## src/rtl/io_pkg.sv

```systemverilog
// io_pkg: shared definitions for the IO port arbiter.
//   io_state_t     - arbiter FSM states
//   IO_ADDR_W      - port bus address width
//   IO_NPORTS      - number of decoded IO ports
//   IO_ADDR_MAX    - highest valid port address
//   addr_in_range  - 1 when an address selects an existing port
package io_pkg;

    localparam int unsigned IO_ADDR_W = 4;
    localparam int unsigned IO_NPORTS = 4;
    localparam logic [IO_ADDR_W-1:0] IO_ADDR_MAX = IO_ADDR_W'(IO_NPORTS - 1);

    typedef enum logic [1:0] {
        ST_IDLE   = 2'd0,
        ST_ACCESS = 2'd1,
        ST_DONE   = 2'd2
    } io_state_t;

    function automatic logic addr_in_range(input logic [IO_ADDR_W-1:0] a);
        return a <= IO_ADDR_MAX;
    endfunction

endpackage

```

## src/rtl/rr_pick.sv

```systemverilog
// rr_pick: combinational round-robin selector.
//   req         - request vector
//   last_winner - index of the previous winner; search starts just above it
//   winner      - one-hot winner (0 when no request)
//   winner_idx  - binary index of the winner
//   valid       - at least one request present
module rr_pick #(
    parameter int unsigned NREQ = 4,
    parameter int unsigned IDXW = $clog2(NREQ)
) (
    input  logic [NREQ-1:0] req,
    input  logic [IDXW-1:0] last_winner,
    output logic [NREQ-1:0] winner,
    output logic [IDXW-1:0] winner_idx,
    output logic            valid
);

    // Walk candidates last+1, last+2, ... with wrap; the previous winner is tried last.
    always_comb begin
        int unsigned cand;
        winner     = '0;
        winner_idx = '0;
        valid      = 1'b0;
        cand       = 0;
        for (int unsigned k = 1; k <= NREQ; k++) begin
            cand = (32'(last_winner) + k) % NREQ;
            if (!valid && req[IDXW'(cand)]) begin
                valid                   = 1'b1;
                winner[IDXW'(cand)]     = 1'b1;
                winner_idx              = IDXW'(cand);
            end
        end
    end

endmodule

```

## src/rtl/io_arbiter.sv

```systemverilog
// io_arbiter: round-robin arbiter granting NREQ requesters single-cycle
// accesses to a shared IO port bus. One transaction takes three cycles
// (IDLE grant, ACCESS, DONE).
//   clk, rst          - clock, asynchronous active-high reset
//   req/we/addr/wdata - per-requester request, direction, address, write data
//   gnt               - one-hot owner of the current transaction
//   done/err          - completion pulse and out-of-range flag
//   rdata             - read data of the last completed transaction
//   busy              - transaction in progress
//   io_en/io_rw/io_addr/io_wdata/io_rdata - IO port bus
module io_arbiter
    import io_pkg::*;
#(
    parameter int unsigned BITS = 16,
    parameter int unsigned NREQ = 4
) (
    input  logic                      clk,
    input  logic                      rst,
    input  logic [NREQ-1:0]           req,
    input  logic [NREQ-1:0]           we,
    input  logic [IO_ADDR_W*NREQ-1:0] addr,
    input  logic [BITS*NREQ-1:0]      wdata,
    output logic [NREQ-1:0]           gnt,
    output logic [NREQ-1:0]           done,
    output logic                      err,
    output logic [BITS-1:0]           rdata,
    output logic                      busy,
    output logic                      io_en,
    output logic                      io_rw,
    output logic [IO_ADDR_W-1:0]      io_addr,
    output logic [BITS-1:0]           io_wdata,
    input  logic [BITS-1:0]           io_rdata
);

    localparam int unsigned IDXW = $clog2(NREQ);

    io_state_t             state;
    logic [IDXW-1:0]       last_winner;
    logic [IDXW-1:0]       cur_idx;
    logic [NREQ-1:0]       pick_onehot;
    logic [IDXW-1:0]       pick_idx;
    logic                  pick_valid;
    logic [IO_ADDR_W-1:0]  addr_arr  [NREQ];
    logic [BITS-1:0]       wdata_arr [NREQ];

    // Unpack per-requester address and write-data slices.
    for (genvar g = 0; g < NREQ; g++) begin : g_slice
        assign addr_arr[g]  = addr[IO_ADDR_W*g +: IO_ADDR_W];
        assign wdata_arr[g] = wdata[BITS*g +: BITS];
    end

    rr_pick #(
        .NREQ (NREQ),
        .IDXW (IDXW)
    ) u_rr_pick (
        .req         (req),
        .last_winner (last_winner),
        .winner      (pick_onehot),
        .winner_idx  (pick_idx),
        .valid       (pick_valid)
    );

    // Arbiter FSM; the io_* registers double as the frozen copy of the granted request.
    always_ff @(posedge clk or posedge rst) begin
        if (rst) begin
            state       <= ST_IDLE;
            gnt         <= '0;
            done        <= '0;
            err         <= 1'b0;
            rdata       <= '0;
            busy        <= 1'b0;
            io_en       <= 1'b0;
            io_rw       <= 1'b0;
            io_addr     <= '0;
            io_wdata    <= '0;
            cur_idx     <= '0;
            last_winner <= IDXW'(NREQ - 1);
        end else begin
            done <= '0;
            case (state)
                ST_IDLE: begin
                    if (pick_valid) begin
                        state    <= ST_ACCESS;
                        busy     <= 1'b1;
                        gnt      <= pick_onehot;
                        cur_idx  <= pick_idx;
                        io_rw    <= we[pick_idx];
                        io_addr  <= addr_arr[pick_idx];
                        io_wdata <= wdata_arr[pick_idx];
                        // Out-of-range accesses never reach the bus.
                        io_en    <= addr_in_range(addr_arr[pick_idx]);
                    end
                end
                ST_ACCESS: begin
                    state <= ST_DONE;
                    io_en <= 1'b0;
                    done  <= gnt;
                    err   <= !addr_in_range(io_addr);
                    if (!io_rw && addr_in_range(io_addr)) begin
                        rdata <= io_rdata;
                    end
                end
                ST_DONE: begin
                    state       <= ST_IDLE;
                    busy        <= 1'b0;
                    gnt         <= '0;
                    last_winner <= cur_idx;
                end
                default: begin
                    state <= ST_IDLE;
                    busy  <= 1'b0;
                    gnt   <= '0;
                    io_en <= 1'b0;
                end
            endcase
        end
    end

endmodule

```

## config.mk

```make
export PLATFORM = sky130hd
export DESIGN_NAME = io_arbiter
export DESIGN_NICKNAME = d
export VERILOG_FILES = /design/src/rtl/io_pkg.sv /design/src/rtl/rr_pick.sv /design/src/rtl/io_arbiter.sv
export SDC_FILE = /design/constraint.sdc
export NUM_CORES = 1
export LEC_CHECK = 0
export ABC_AREA = 1
export BUFFER_PORTS_ARGS = -buffer_cell sky130_fd_sc_hd__buf_4
export CORE_UTILIZATION = 43
export CTS_CLUSTER_DIAMETER = 50
export DETAILED_ROUTE_END_ITERATION = 6
export MAX_ROUTING_LAYER = met4
export PLACE_DENSITY = 0.84
export SYNTH_ARGS = -nofsm -noshare
export SYNTH_HDL_FRONTEND = slang
export SYNTH_SLANG_ARGS = --single-unit
export TNS_END_PERCENT = 5
```

## constraint.sdc

```tcl
create_clock -name clk -period 2.4 [get_ports clk]
set_input_delay 0.24 -clock clk [delete_from_list [all_inputs] [get_ports clk]]
set_output_delay 0.24 -clock clk [all_outputs]
set_load 0.02 [all_outputs]
```

==> flow_metrics.tcl <==
set metrics [dict create \
    worst_clock_skew_ns 0.0109 \
    wl_mm 10.3 \
    antenna_found_initial 0 \
    synth-edff-count 0 \
    violations "setup timing" \
    synth_top_cell_area_share 0.396 \
    r2r-start "last_winner[0]" \
    grt_use_met1 0.274 \
    drt_first_iter_violations 221 \
    place_hpwl_mm 7.11 \
    fin_cells 724 \
    grt_pass1_wl_mm 13.8 \
    gp_congestion 0.958 \
    core_area_mm2 0.00733 \
    viasPerCell 5.10 \
    cts_buffer_depth 2 \
    synth.area.top_cells "dfrtp_1, nand2_1, inv_1" \
    ys_seq_area_frac 0.412 \
    syn_to_final_growth_pct 58.4 \
    synth_fp_nets 549 \
    fmax_mhz 413 \
    hold_path_class "input port to register" \
    grt_max_degree 40 \
    reg2reg_to "io_addr[1]" \
    dpl.cell_count 688 \
    drv_cap 0 \
    cts_tree "yes" \
    gr-usage-met2 0.384 \
    required_ns 2.60 \
    grt_overflow 0 \
    grtUsageTotal 0.231 \
    period_share 1.01 \
    min_path_cells 2 \
    first_global_vias 3129 \
    diodes 0 \
    most-common-layout-cells "buf_4, nand2_1, dfrtp_1" \
    reg2reg_slack_ns -0.02 \
    synthArstFlopShare 1.00 \
    syn_area_mm2 0.00329 \
    clock_latency_ns 0.31 \
    grtUsageMet3 0.0508 \
    worst-setup-path-type "register to register" \
    yosysTopAreaCell "dfrtp_1" \
    slew_viol_final 0 \
    rows 31 \
    worstPathArrival_ns 2.62 \
    status "finished with violations" \
    clock-sinks 54 \
    initial_core_util 0.449 \
    nets 738 \
    dieWidth_um 89.4 \
    wire_per_inst_um 14.2 \
    synth_flop_cell "dfrtp_1" \
    rsz0062_at_grt "yes" \
    end_kind "register" \
    finalSetupViolCount 3 \
    grt.busiest_layer "met2" \
    die_area_mm2 0.00800 \
    hold_start "io_rdata[5]" \
    die_h_um 89.4 \
    slew-limit-headroom 0.570 \
    worst-path-max-fanout 7 \
    numCtsBuffers 5 \
    ff2ff_path_depth 16 \
    vias 3695 \
    slowest_delay_ns 0.56 \
    antenna_left 0 \
    ys_ff_latch 54 \
    clkSlewWorstSetupHoldPaths_ns 0.09 \
    hold_end "rdata[5]" \
    final_common_cell "buf_4" \
    holdWs_ns 0.167 \
    layout_min_cycle_time_ns 2.42 \
    cp_cell_sequence "inv_2 -> ha_4 -> inv_4 -> nand2_4 -> nand2_8 -> o21bai_4 -> nand2_4 -> buf_12 -> nand3_4 -> clkbuf_16 -> nand2_1 -> o21ai_1 -> nand2_1 -> nand2_1 -> nand2_1 -> nand2_1" \
    drc 0 \
    htree_levels 2 \
    drive_gt1_frac 0.419 \
    pin_count 154 \
    startpoint_type "register" \
    fin_ws_ns -0.0196 \
    yosys_warnings 0 \
    dr.pass1.iters 4 \
    cts_root_buf "clkbuf_8" \
    worst_slew_pin_slew_ns 0.643 \
    io_buffer_count 153 \
    ys_types 34 \
    fin_tns_setup_ns -0.0312 \
    hold_viol 0 \
    slowest_stage "dfstp_2" \
    path_common_cell "nand2_1" \
    syn_area_per_cell_um2 7.56 \
    syn-instance-count 435 \
]
layout make-up:
type | count | area, um^2
fillers | 559 | 2120
multi-input cells | 317 | 1810
repair buffers | 193 | 1610
flip-flops and latches | 54 | 1350
inverters | 53 | 204
well taps | 99 | 124
clock buffers | 6 | 72.6
clock inverters | 2 | 37.5
cell usage after synthesis (2+ instances only):
cell type,n
a21oi_1,8
a22oi_1,4
buf_2,4
buf_4,6
clkbuf_1,4
dfrtp_1,52
dfstp_2,2
ha_1,8
inv_1,50
inv_2,2
mux2_2,16
nand2_1,163
nand2_2,8
nand3_1,22
nand3_4,2
nand4_1,7
nor2_1,13
o211ai_1,8
o21ai_0,10
o21ai_1,24
o22ai_1,4
or2_0,4
or2_1,2
or2_2,2
how the worst max path moves through the flow:
stage / from / endpoint / cells past startpoint
finish: last_winner[0] / io_addr[1] / 16
global route: last_winner[0] / io_wdata[14] / 16
CTS: last_winner[1] / io_wdata[2] / 12
detailed placement: last_winner[1] / io_wdata[2] / 12
global placement: last_winner[1] / io_wdata[2] / 12
floorplan: last_winner[0] / io_wdata[1] / 12
what timing repair did:
item	in CTS	in global routing
setup endpoints to repair	0	22
hold buffers	1	0
gates resized for setup	0	39
endpoints found under the hold margin	24	0
setup buffers	0	16
state kept, by name, summed over array words and instances, names as in the netlist, 2 cells and up:
name / flops
gnt: 4
done: 4
io_addr: 4
last_winner: 2
rdata: 16
io_wdata: 16
cur_idx: 2
state: 2
layer usage:
layer  wire [um]  up-vias
met5           0        -
met4         316        0
met3         546       22
met2        5250      153
met1        4170     1749
li1            -     1771
logic make-up (layout without fill, tap and decap cells):
kind of cell,after synthesis,after routing,synth area share
simple gates,228,231,0.305
buf+inv,67,254,0.0849
compound gates,62,62,0.113
flops,54,54,0.412
mux,16,16,0.0548
fa+ha+maj,8,8,0.0304
worst max-delay path: cells and delay by family (launching register included):
family / cells / cell delay (ns)
simple gates: 9 / 0.73
flops: 1 / 0.56
fa+ha+maj: 1 / 0.31
compound gates: 2 / 0.26
buf+inv: 4 / 0.44
metrics by stage:
stage | worst slack [ns] | utilization | area [um^2]
final | -0.0196 | 0.711 | 5210
after global routing | -0.170 | 0.711 | 5210
after detailed placement | 0.0139 | 0.632 | 4630
after global placement | 0.139 | 0.632 | 4630
after CTS | 0.0103 | 0.648 | 4750
after floorplan | 0.0761 | - | 3300
Power is left out: the tool's default activity adds up to more than one toggle a clock period on the data nets, which glitch-free logic cannot reach.
